<file path="src/rtl/ast_tensor_job_sequencer_sv.sv">
// ast_tensor_job_sequencer_sv: streams A and B into the tensor array, starts it, drains X.
// Optional `AST_SEQ_ERRCHK_EN rejects jobs whose dimensions are 0 or exceed SIZE.
module ast_tensor_job_sequencer_sv #(
  parameter int DATAWIDTH = 14,
  parameter int SIZE      = 4,
  parameter int ADDRW     = 10,
  parameter int DW        = $clog2(SIZE) + 1
) (
  input  logic                 clk,
  input  logic                 reset,
  input  logic                 cmd_valid,
  output logic                 cmd_ready,
  input  logic [DW-1:0]        cmd_q,
  input  logic [DW-1:0]        cmd_r,
  input  logic [DW-1:0]        cmd_k,
  input  logic [ADDRW-1:0]     cmd_a_base,
  input  logic [ADDRW-1:0]     cmd_b_base,
  input  logic [ADDRW-1:0]     cmd_x_base,
  input  logic                 cmd_relu,
  output logic [ADDRW-1:0]     mem_addr,
  output logic                 mem_ren,
  input  logic [DATAWIDTH-1:0] mem_rdata,
  output logic                 mem_wen,
  output logic [DATAWIDTH-1:0] mem_wdata,
  output logic [DW-1:0]        ts_depth,
  output logic [DW-1:0]        ts_width,
  output logic [DATAWIDTH-1:0] ts_data_in,
  output logic                 ts_wen,
  output logic                 ts_set,
  output logic                 ts_relu,
  output logic                 ts_start,
  output logic                 ts_ren,
  input  logic                 ts_busy,
  input  logic                 ts_done,
  input  logic [DATAWIDTH-1:0] ts_data_out,
  output logic                 busy,
  output logic                 done,
  output logic                 err
);

  localparam int CW = 2 * DW;

  typedef enum logic [2:0] {
    S_IDLE, S_LOAD_A, S_LOAD_B, S_START, S_WAIT, S_DRAIN
  } state_e;

  state_e          state_q, state_d;
  logic [CW-1:0]   cnt_q, cnt_d;
  logic [DW-1:0]   q_q, r_q, k_q;
  logic [ADDRW-1:0] a_q, b_q, x_q;
  logic            relu_q, push_q, set_q, done_q;
  logic [CW-1:0]   qr, rk, qk;
  logic [CW:0]     cnt_inc;
  logic            accept, bad, last_a, last_x;
  logic            unused_ts_busy;

  assign unused_ts_busy = ts_busy;

  assign qr      = CW'(q_q) * CW'(r_q);
  assign rk      = CW'(r_q) * CW'(k_q);
  assign qk      = CW'(q_q) * CW'(k_q);
  assign cnt_inc = {1'b0, cnt_q} + (CW+1)'(1);
  assign last_a  = cnt_inc >= {1'b0, qr};
  assign last_x  = cnt_inc >= {1'b0, qk};
  assign accept  = cmd_valid & (state_q == S_IDLE);

`ifdef AST_SEQ_ERRCHK_EN
  logic err_q;

  assign bad = (cmd_q == '0) | (cmd_r == '0) | (cmd_k == '0) |
               (cmd_q > DW'(SIZE)) | (cmd_r > DW'(SIZE)) |
               (cmd_k > DW'(SIZE));

  always_ff @(posedge clk) begin
    if (reset) err_q <= 1'b0;
    else       err_q <= accept & bad;
  end

  assign err = err_q;
`else
  assign bad = 1'b0;
  assign err = 1'b0;
`endif

  always_ff @(posedge clk) begin
    if (reset) begin
      state_q <= S_IDLE;
      cnt_q   <= '0;
    end else begin
      state_q <= state_d;
      cnt_q   <= cnt_d;
    end
  end

  always_comb begin
    state_d = state_q;
    cnt_d   = cnt_q;
    unique case (state_q)
      S_IDLE: begin
        if (accept && !bad) begin
          state_d = S_LOAD_A;
          cnt_d   = '0;
        end
      end
      S_LOAD_A: begin
        if (last_a) begin
          state_d = S_LOAD_B;
          cnt_d   = '0;
        end else begin
          cnt_d = cnt_q + 1'b1;
        end
      end
      // One extra cycle at cnt==rk lets the final B element be pushed.
      S_LOAD_B: begin
        if (cnt_q < rk) begin
          cnt_d = cnt_q + 1'b1;
        end else begin
          state_d = S_START;
          cnt_d   = '0;
        end
      end
      S_START: state_d = S_WAIT;
      S_WAIT: begin
        if (ts_done) begin
          state_d = S_DRAIN;
          cnt_d   = '0;
        end
      end
      S_DRAIN: begin
        if (last_x) state_d = S_IDLE;
        else        cnt_d   = cnt_q + 1'b1;
      end
      default: state_d = S_IDLE;
    endcase
  end

  always_comb begin
    cmd_ready  = (state_q == S_IDLE);
    busy       = (state_q != S_IDLE);
    ts_start   = (state_q == S_START);
    ts_relu    = relu_q & (state_q != S_IDLE);
    mem_ren    = 1'b0;
    mem_wen    = 1'b0;
    ts_ren     = 1'b0;
    mem_addr   = '0;
    mem_wdata  = '0;
    if (state_q == S_LOAD_A && cnt_q < qr) begin
      mem_ren  = 1'b1;
      mem_addr = a_q + ADDRW'(cnt_q);
    end
    if (state_q == S_LOAD_B && cnt_q < rk) begin
      mem_ren  = 1'b1;
      mem_addr = b_q + ADDRW'(cnt_q);
    end
    if (state_q == S_DRAIN && cnt_q < qk) begin
      mem_wen   = 1'b1;
      ts_ren    = 1'b1;
      mem_addr  = x_q + ADDRW'(cnt_q);
      mem_wdata = ts_data_out;
    end
    ts_wen     = push_q;
    ts_set     = push_q & set_q;
    ts_data_in = push_q ? mem_rdata : '0;
    ts_depth   = '0;
    ts_width   = '0;
    if (push_q) begin
      ts_depth = set_q ? k_q : r_q;
      ts_width = set_q ? r_q : q_q;
    end
    done = done_q;
  end

  always_ff @(posedge clk) begin
    if (reset) begin
      q_q    <= '0;
      r_q    <= '0;
      k_q    <= '0;
      a_q    <= '0;
      b_q    <= '0;
      x_q    <= '0;
      relu_q <= 1'b0;
      push_q <= 1'b0;
      set_q  <= 1'b0;
      done_q <= 1'b0;
    end else begin
      if (accept) begin
        q_q    <= cmd_q;
        r_q    <= cmd_r;
        k_q    <= cmd_k;
        a_q    <= cmd_a_base;
        b_q    <= cmd_b_base;
        x_q    <= cmd_x_base;
        relu_q <= cmd_relu;
      end
      push_q <= mem_ren;
      set_q  <= (state_q == S_LOAD_B);
      done_q <= (state_q == S_DRAIN) & last_x;
    end
  end

endmodule

</file>
<file path="config.mk">
export PLATFORM = sky130hd
export DESIGN_NAME = ast_tensor_job_sequencer_sv
export DESIGN_NICKNAME = d
export VERILOG_FILES = /design/src/rtl/ast_tensor_job_sequencer_sv.sv
export SDC_FILE = /design/constraint.sdc
export NUM_CORES = 1
export LEC_CHECK = 0
export ABC_AREA = 1
export CAP_MARGIN = 15
export CORE_ASPECT_RATIO = 1.2
export CORE_MARGIN = 3
export CORE_UTILIZATION = 40
export CTS_BUF_LIST = sky130_fd_sc_hd__clkbuf_8
export CTS_CLUSTER_DIAMETER = 60
export CTS_CLUSTER_SIZE = 25
export DETAILED_ROUTE_END_ITERATION = 6
export PLACE_DENSITY_LB_ADDON = 0.2
export SETUP_SLACK_MARGIN = 0.5
export SYNTH_ARGS = -nofsm -noshare
export SYNTH_HDL_FRONTEND = slang
export SYNTH_SLANG_ARGS = --single-unit
</file>
<file path="constraint.sdc">
create_clock -name clk -period 3.6 [get_ports clk]
set_input_delay 0.72 -clock clk [delete_from_list [all_inputs] [get_ports clk]]
set_output_delay 0.72 -clock clk [all_outputs]
set_load 0.01 [all_outputs]
</file>
; ---- After elaboration in Yosys (flattened, before gate mapping)
; Index checks and enable logic that the tools add are counted.
[totals]
reg_bits = 52
latchBits = 0
mem_bits_rw = 0
romBits = 0
inputBits = 73
out_inout_bits = 55
wordCells = 72
mem_count = 0
[op_classes]
add_sub_neg = 5
multipliers = 3
n_div = 0
n_lt_le_gt_ge = 5
n_eq_ne = 11
n_shift = 0
muxes = 24
bitwise = 4
reduce_logical = 8
[ops]
columns = cell, n
row1 = adder 10 x 6 -> 10 bit, 3
row2 = two-way mux 10 bit, 3
row3 = two-way mux 6 bit, 5
row4 = one-hot mux 6 bit (5 select lines), 1
row5 = two-way mux 14 bit, 2
row6 = two-way mux 3 bit, 9
row7 = < comparator 6 bit, 3
row8 = multiplier 3 x 3 -> 6 bit, 3
row9 = one-hot mux 3 bit (6 select lines), 1
row10 = greater-or-equal comparator 7 x 6 -> 1 bit, 2
row11 = inequality test 2 bit (second input constant), 5
row12 = adder 6 x 1 -> 7 bit (second input constant), 1
row13 = adder 6 x 1 -> 6 bit (second input constant), 1
row14 = equality test 3 x 2 -> 1 bit (second input constant), 2
row15 = equality test 3 bit (second input constant), 2
row16 = AND reduction 5 bit, 1
row17 = nonzero test 5 bit, 1
row18 = AND 1 bit, 4
row19 = AND reduction 4 bit, 1
row20 = equality test 3 x 1 -> 1 bit (second input constant), 1
row21 = logical AND 1 bit, 3
row22 = zero test 3 bit, 1
row23 = two-way mux 1 bit, 3
row24 = nonzero test 3 bit, 1
row25 = inequality test 2 x 1 -> 1 bit (second input constant), 1

; ---- Logic depth before layout (Yosys ltp)
; Gate-level depths: netlist (run 1).
[depth]
depth_word = 6
mapped_depth = 22
mapped_depth_nobuf = 20

; ---- Least setup slack after synthesis (run 1)
; No wires, ideal clock.
[synth_path]
path_kind = reg2out
from = reg r_q[1]
to = out mem_addr[8]
t_arrival_ns = 3.107
t_required_ns = 2.880
path_slack_ns = -0.227
stages_incl_launch_ff = 17
n_path_buf = 2
cell_sequence = dfxtp_1 -> clkbuf_1 -> nand2_1 -> fa_1 -> inv_1 -> ha_1 -> fa_1 -> inv_1 -> ha_1 -> a21oi_1 -> nor2_1 -> a211oi_1 -> nand3_1 -> buf_2 -> inv_1 -> o211ai_1 -> nand3_1
[synth_between]
elab_chain_cells = 6
elab_cells_between_ends = 9
cone_classes = 2 x mul / 2 x order compare / 3 x mux / 2 x reduce/logical
[synth_rtl]
columns = item, line
row1 = start: declaration, 49  ; logic [DW-1:0] q_q, r_q, k_q;
row2 = start signal: assignment, 188  ; r_q <= cmd_r;
row3 = multiplier 3 x 3 -> 6 bit, 59  ; assign qr = CW'(q_q) * CW'(r_q);
row4 = < comparator 6 bit, 147  ; if (state_q == S_LOAD_A && cnt_q < qr) begin
row5 = logical AND 1 bit, 147
row6 = two-way mux 10 bit, 147
row7 = two-way mux 10 bit (*), 151  ; if (state_q == S_LOAD_B && cnt_q < rk) begin
row8 = two-way mux 10 bit (*), 155  ; if (state_q == S_DRAIN && cnt_q < qk) begin
row9 = end: declaration, 20  ; output logic [ADDRW-1:0] mem_addr,
; Every way passes the cells marked *; elsewhere a longest branch is shown, timed or not.

; ---- Worst setup path in the final report (run 1)
[layout_path]
from = reg k_q[2]
to = out mem_addr[7]
[layout_between]
elab_chain_cells = 5
elab_cells_between_ends = 8
cone_classes = 2 x mul / 2 x order compare / 2 x mux / 2 x reduce/logical
[layout_rtl]
columns = item, line
row1 = start: declaration, 49
row2 = start signal: assignment, 189  ; k_q <= cmd_k;
row3 = multiplier 3 x 3 -> 6 bit, 60  ; assign rk = CW'(r_q) * CW'(k_q);
row4 = < comparator 6 bit, 151
row5 = logical AND 1 bit, 151
row6 = two-way mux 10 bit, 151
row7 = two-way mux 10 bit (*), 155
; Marks and branches as above.

==> results of run 1 <==
## through the flow
step | setup TNS, ps | hold slack [ps] | util (%) | area (um2)
finish | -11460 | 464 | 61.5 | 7110
global route | -15230 | 499 | 61.5 | 7110
CTS | -10980 | 465 | 59.0 | 6820
detailed placement | -16780 | 452 | 56.3 | 6520
global placement | -15160 | 445 | 56.3 | 6520
floorplan | -309 | 430 | - | 4960
## cell type report
cell class / instances / area share (%)
Multi-Input combinational cell: 515 / 47.9
Timing Repair Buffer: 183 / 25.0
Sequential cell: 52 / 14.8
Inverter: 147 / 8.13
Tap cell: 157 / 2.76
Clock buffer: 6 / 1.16
Timing Repair inverter: 1 / 0.229
Clock inverter: 2 / 0.106
## power breakdown
group	switching (W)	internal (W)	leakage, nW	total (W)
combinational	0.00143	0.00109	3.20	0.00252
sequential	0.000193	0.000731	0.430	0.000924
clock	0.000193	0.000152	0.0538	0.000345
total	0.00182	0.00197	3.68	0.00379
## repair_timing
item,CTS,global route
pin swaps,15,25
buffers inserted,12,6
gates resized for setup,159,70
hold endpoints to repair,0,0
gates cloned,1,1
hold buffers,0,0
setup endpoints to repair,35,37
## placed cells by master, fill, tap and decap left out, types with 9 or more instances in the layout
cell type	n
sky130_fd_sc_hd__inv_1	139
sky130_fd_sc_hd__clkdlybuf4s50_1	98
sky130_fd_sc_hd__nor2_1	40
sky130_fd_sc_hd__nand3_2	10
sky130_fd_sc_hd__nand2_1	145
sky130_fd_sc_hd__dfxtp_1	45
sky130_fd_sc_hd__a21oi_1	66
sky130_fd_sc_hd__nor2_4	15
sky130_fd_sc_hd__buf_6	38
sky130_fd_sc_hd__ha_1	53
sky130_fd_sc_hd__buf_4	40
sky130_fd_sc_hd__nand3_1	45
sky130_fd_sc_hd__a21oi_2	9
sky130_fd_sc_hd__nand2_2	14
sky130_fd_sc_hd__o21ai_0	34
## critical path, stage by stage, from the launching register on
cell and delay (ps):
sky130_fd_sc_hd__dfxtp_4 380, sky130_fd_sc_hd__nand2_4 40, sky130_fd_sc_hd__fa_1 530, sky130_fd_sc_hd__inv_1 50, sky130_fd_sc_hd__ha_2 190, sky130_fd_sc_hd__fa_2 530, sky130_fd_sc_hd__inv_2 50, sky130_fd_sc_hd__ha_4 210
sky130_fd_sc_hd__a21oi_2 120, sky130_fd_sc_hd__nor2_1 50, sky130_fd_sc_hd__a211oi_2 150, sky130_fd_sc_hd__nand3_1 130, sky130_fd_sc_hd__buf_6 180, sky130_fd_sc_hd__a21oi_2 100, sky130_fd_sc_hd__nand2_1 60, sky130_fd_sc_hd__o211ai_1 120
sky130_fd_sc_hd__buf_2 180
## flip-flops by register name, summed over array words and instances (netlist names)
signal,flops
done,1
b_q,10
cnt_q,6
a_q,10
ts_wen,1
r_q,3
state_q,3
x_q,10
relu_q,1
set_q,1
q_q,3
k_q,3
## logic make-up (layout without fill, tap and decap cells)
| group | Yosys count | after routing | synth area share, % |
|---|---|---|---|
| AOI/OAI and AO/OA | 132 | 132 | 14.9 |
| xor gates and xnor gates | 13 | 13 | 2.39 |
| adders and majority gates | 68 | 68 | 19.3 |
| buffers and inverters | 177 | 339 | 14.6 |
| DFF | 52 | 52 | 21.9 |
| other | 1 | 1 | 0.0789 |
| and+or+nand+nor | 300 | 301 | 26.8 |
## per-layer routing
layer | vias to the layer above | global-route usage (%)
li1 | 2664 | -
met1 | 2416 | 23.8
met2 | 128 | 41.3
met3 | 23 | 2.74
met4 | 0 | 8.31
met5 | - | 0
## worst paths after layout
path | to | slack, ps | depth (start not counted) | from
setup / recovery | mem_addr[7] | -510 | 16 | k_q[2]$_SDFFE_PP0P_
hold / removal | relu_q$_SDFFE_PP0P_ | 460 | 2 | relu_q$_SDFFE_PP0P_
setup reg to reg | ts_wen$_SDFF_PP0_ | 430 | 16 | k_q[2]$_SDFFE_PP0P_
hold reg to reg | relu_q$_SDFFE_PP0P_ | 460 | 2 | relu_q$_SDFFE_PP0P_
==> results.yml, run 1 <==
outcome:
  status: "finished, violations left"
  violated_checks: "negative setup slack"
floorplan:
  width_of_the_die_um: 106
  fp.coreArea_mm2: 0.0116
  dieArea_mm2: 0.0132
  fp.dieH_um: 125
  floorplan.rows: 43
  io_pins: 128
  start_util_pct: 41.1
final_layout:
  final_layout_size_suffix_gt1_share_pct: 21.6
  antenna_cells_inserted: 0
  layout.nets: 1046
  fill_cells: 1070
  syn_to_final_growth_pct: 49.6
  layout.cells.non_filler: 1063
  layout.area.seq_mm2: 0.00105
  multi_input_area_mm2: 0.00340
sta:
  final.setup_skew_ps: 4.49
  rsz0062_at_grt: "yes"
  layout_min_cycle_time_ps: 4110
  timing.fmax_mhz: 243
  post-route-period-util_pct: 114
  slew_headroom_pct: 56.2
  worst_case_setup_margin_in_the_final_layout_ps: -510
  timing_worst_slew_pin_value_ps: 656
  setup_violations: 27
  drv_slew: 0
  finalHoldViolCount: 0
drt:
  route.met2.wl_mm: 8.06
  met1_length_mm: 5.56
  detail_route.drc_violations: 0
  met3_wirelength_um: 637
  via_count: 5231
  ant_nets: 0
  drt-vias-per-instance: 4.92
  starting_drt_drc_count: 278
  route.detailed.wl_per_inst_um: 13.8
  drt_pre_antenna_iters: 5
  top_layer_used: "met4"
  routed_wl_mm: 14.7
global_route:
  antenna_found_initial: 0
  first_global_vias: 5153
  overflow: 0
  grt_first_pass_wirelength_mm: 23.6
  grt_max_degree: 35
  grt.total_usage_pct: 21.6
placed_design:
  routabilityCongestion: 0.865
  numPortBuffers: 125
  dpl_worst_slack_ps: -699
  hpwlAfterDp_mm: 11.4
  post-place-cells: 1035
worst_setup_path:
  criticalPathCategory: "reg -> out"
  critical_path_required_ps: 2880
  critPathLaunchType: "flop"
  crit_arrival_ps: 3390
  timing.critical_path.to_type: "output port"
  cp_max_fo: 6
power:
  power.leakage_nw: 3.68
  vdd_ir_drop_max_v: 0.000297
  post-layout-total-power_w: 0.00379
  cellPowerDensity_mw_per_mm2: 532
job:
  max_cap_violations: 0
yosys:
  synth_top_area_share_pct: 21.9
  post_synth_main_area_contributors: "sky130_fd_sc_hd__dfxtp_1 (22%), sky130_fd_sc_hd__ha_1 (16%), sky130_fd_sc_hd__nand2_1 (13%), sky130_fd_sc_hd__inv_1 (11%), sky130_fd_sc_hd__a21oi_1 (7.7%)"
  synth.cell_area_mm2: 0.00475
  yosysWarningCount: 0
  synth-main-ff-cell: "sky130_fd_sc_hd__dfxtp_1"
  post_synthesis_sequential_element_count: 52
  post-synth-top-count-cell: "sky130_fd_sc_hd__nand2_1"
  synth.largest_area_cell: "sky130_fd_sc_hd__dfxtp_1"
  synth_commonest_cells: "sky130_fd_sc_hd__nand2_1 (163), sky130_fd_sc_hd__inv_1 (143), sky130_fd_sc_hd__a21oi_1 (73)"
  synth_cell_type_count: 37
  synth_edf_count: 0
  synth.yosys.seq_area_share_pct: 21.9
  syn-mean-instance-area_um2: 6.40
  proportion_of_synthesized_flip_flops_having_asynchronous_set_or_reset_pct: 0
  netlist_instances: 743
  syn-num-nets: 884
clock_tree:
  cts-root-to-sink-buffers: 2
  worst_skew_pair.late_latency_ps: 310
  htreeDepth: 2
  cts_root_buf: "sky130_fd_sc_hd__clkbuf_8"
  clock-sinks: 52
  tritoncts: "yes"
  tritoncts.num_buffers: 5
  clk_pin_slew_ps: 90
hold_path:
  worstHoldPathType: "reg -> reg"
Power figures use the tool's default switching activity.
==> run 2, diff against run 1 <==
Settings changed: GPL_TIMING_DRIVEN set to 0, PLACE_DENSITY set to 0.82, PLACE_DENSITY_LB_ADDON 0.2 to unset.
==> run 2 against run 1 <==
The run still ends with negative setup slack left. First-iteration DRC count is 8.3% lower. Utilization is 1.9 points lower. Critical path type unchanged. Count of clock-buffer cells in the layout is 1 lower.
==> results.yml, run 2 (synthesis gave the netlist of run 1 again) <==
final_layout:
  final_layout_size_suffix_gt1_share_pct: 16.5
  reg_top3: "a_q: 10 flops, b_q: 10 flops, x_q: 10 flops"
  most-common-layout-cells: "sky130_fd_sc_hd__nand2_1 (155), sky130_fd_sc_hd__inv_1 (139), sky130_fd_sc_hd__clkdlybuf4s50_1 (98)"
  layout.cells.non_filler: 1053
  antenna_cells_inserted: 0
  mostFrequentLayoutCell: "sky130_fd_sc_hd__nand2_1"
  fill_cells: 1033
  syn_to_final_growth_pct: 45.0
  layout.nets: 1036
sta:
  finalHoldViolCount: 0
  slew_headroom_pct: 57.7
  post-route-period-util_pct: 121
  timing.fmax_mhz: 229
  drv_slew: 0
  rsz0062_at_grt: "yes"
  timing.setup.tns_ps: -14250
  worst_case_setup_margin_in_the_final_layout_ps: -764
  timing_worst_slew_pin_value_ps: 634
  final.setup_skew_ps: 12.4
  setup_violations: 27
  layout_min_cycle_time_ps: 4360
worst_setup_path:
  critPathLaunchType: "flop"
  crit_arrival_ps: 3640
  cp_max_fo: 5
  timing.critical_path.to_type: "output port"
  critical_path_required_ps: 2880
  criticalPathCategory: "reg -> out"
  timing.critical_path.max_delay_family: "adder cells"
  critPathSlowestCell: "sky130_fd_sc_hd__fa_2"
  worst_path_most_repeated_cell: "sky130_fd_sc_hd__buf_8"
  critical_path.max_stage_delay_ps: 540
  critical_path_depth: 16
  crit_path_cell_trace: "buf_8 -> nand2_4 -> fa_1 -> inv_1 -> ha_2 -> fa_2 -> inv_2 -> ha_4 -> a21oi_2 -> nor2_1 -> a211oi_2 -> nand3_2 -> buf_8 -> buf_6 -> o211ai_1 -> buf_2"
  critPathBufInv: 6
  worstRegToRegCells: 19
power:
  internal_power_w: 0.00196
  sw_frac_of_total_pct: 47.7
  vdd_ir_drop_max_v: 0.000352
  power_frac_comb_pct: 63.4
  power.leakage_nw: 3.53
  clock_power_share_pct: 11.3
  p_sw_w: 0.00179
  cellPowerDensity_mw_per_mm2: 543
  share_seq_of_total_power_pct: 25.3
floorplan:
  dieArea_mm2: 0.0132
  width_of_the_die_um: 106
  floorplan.rows: 43
  start_util_pct: 41.1
  fp.coreArea_mm2: 0.0116
  fp.dieH_um: 125
  io_pins: 128
placed_design:
  post-place-cells: 1025
  numPortBuffers: 125
  hpwlAfterDp_mm: 11.1
  routabilityCongestion: 0.853
hold_path:
  worstHoldPathType: "reg -> reg"
  hold_path_depth: 2
global_route:
  grt_first_pass_wirelength_mm: 23.4
  overflow: 0
  grt_max_degree: 17
  grt.total_usage_pct: 21.5
  antenna_found_initial: 0
  first_global_vias: 5090
drt:
  via_count: 5223
  ant_nets: 0
  detail_route.drc_violations: 0
  routed_wl_mm: 14.4
  starting_drt_drc_count: 255
  route.detailed.wl_per_inst_um: 13.6
  drt_pre_antenna_iters: 5
  drt-vias-per-instance: 4.96
clock_tree:
  tritoncts: "yes"
  clk_pin_slew_ps: 100
  cts-root-to-sink-buffers: 2
  htreeDepth: 2
  cts_hold_repair.buffers: 0
  clock-sinks: 52
  cts_root_buf: "sky130_fd_sc_hd__clkbuf_8"
  worst_skew_pair.late_latency_ps: 330
  tritoncts.num_buffers: 5
job:
  max_cap_violations: 0
outcome:
  violated_checks: "negative setup slack"
  status: "finished, violations left"
## run 2: changes by cell type in the layout (fill, tap and decap cells not counted), sizes merged, moves of 2 or more
cell and delta:
clkbuf +14, inv -3, buf -25, bufbuf +2
## run 2: power by group through the flow
stage	sequential, W	clock [W]	combinational [W]
final	0.000949	0.000424	0.00237
after global routing	0.000972	0.000441	0.00266
after CTS	0.000939	0.000421	0.00225
after detailed placement	0.000946	0	0.00210
after global placement	0.000940	0	0.00206
after floorplan	0.000876	0	0.00148
## run 2: what timing repair did
action	CTS	global route
pin swaps	6	15
endpoints found under the setup margin	37	37
gates cloned	2	0
setup buffers	12	6
resized for setup	155	31
## run 2: per-stage QoR
step | setup WS (ps) | util [%] | area (um2) | hold WS [ps] | power, W
2_1_floorplan | -58.8 | - | 4960 | 430 | 0.00236
3_3_place_gp | -879 | 55.4 | 6410 | 448 | 0.00300
3_5_place_dp | -937 | 55.4 | 6410 | 453 | 0.00305
4_1_cts | -711 | 58.6 | 6780 | 467 | 0.00361
5_1_grt | -853 | 59.6 | 6900 | 496 | 0.00407
6_report | -764 | 59.6 | 6900 | 464 | 0.00375
## run 2: metal layers
metal  vias to the layer above  routed length, um  share of wire, %  track usage (%)
met5                         -                  0                 0                0
met4                         0                468               3.3             9.53
met3                        40                704               4.9             2.74
met2                       157               7790                54             40.7
met1                      2375               5390                38             23.5
li1                       2651                  -                 -                -
## run 2: final cells by class
type	instances	area (um2)	share of cell area (%)
multi-input combinational	514	3260	47.2
inverter	147	569	8.26
clock inverter	3	42.5	0.617
clock buffer	5	68.8	0.998
timing repair buffer	145	1470	21.4
buffer	30	235	3.41
tap	157	196	2.85
sequential	52	1050	15.3
## run 2: path summary, 6_finish.rpt
kind	from	to	slack [ps]
worst max-delay path	r_q[0]$_SDFFE_PP0P_	mem_addr[1]	-760
worst max register to register	r_q[0]$_SDFFE_PP0P_	cnt_q[0]$_SDFFE_PP0P_	110
worst min-delay path	relu_q$_SDFFE_PP0P_	relu_q$_SDFFE_PP0P_	460
worst min register to register	relu_q$_SDFFE_PP0P_	relu_q$_SDFFE_PP0P_	460
## run 2: tightest hold or removal path: stages (launching register included)
cell,delay (ps)
sky130_fd_sc_hd__dfxtp_1,310
sky130_fd_sc_hd__inv_1,60
sky130_fd_sc_hd__a21oi_1,50
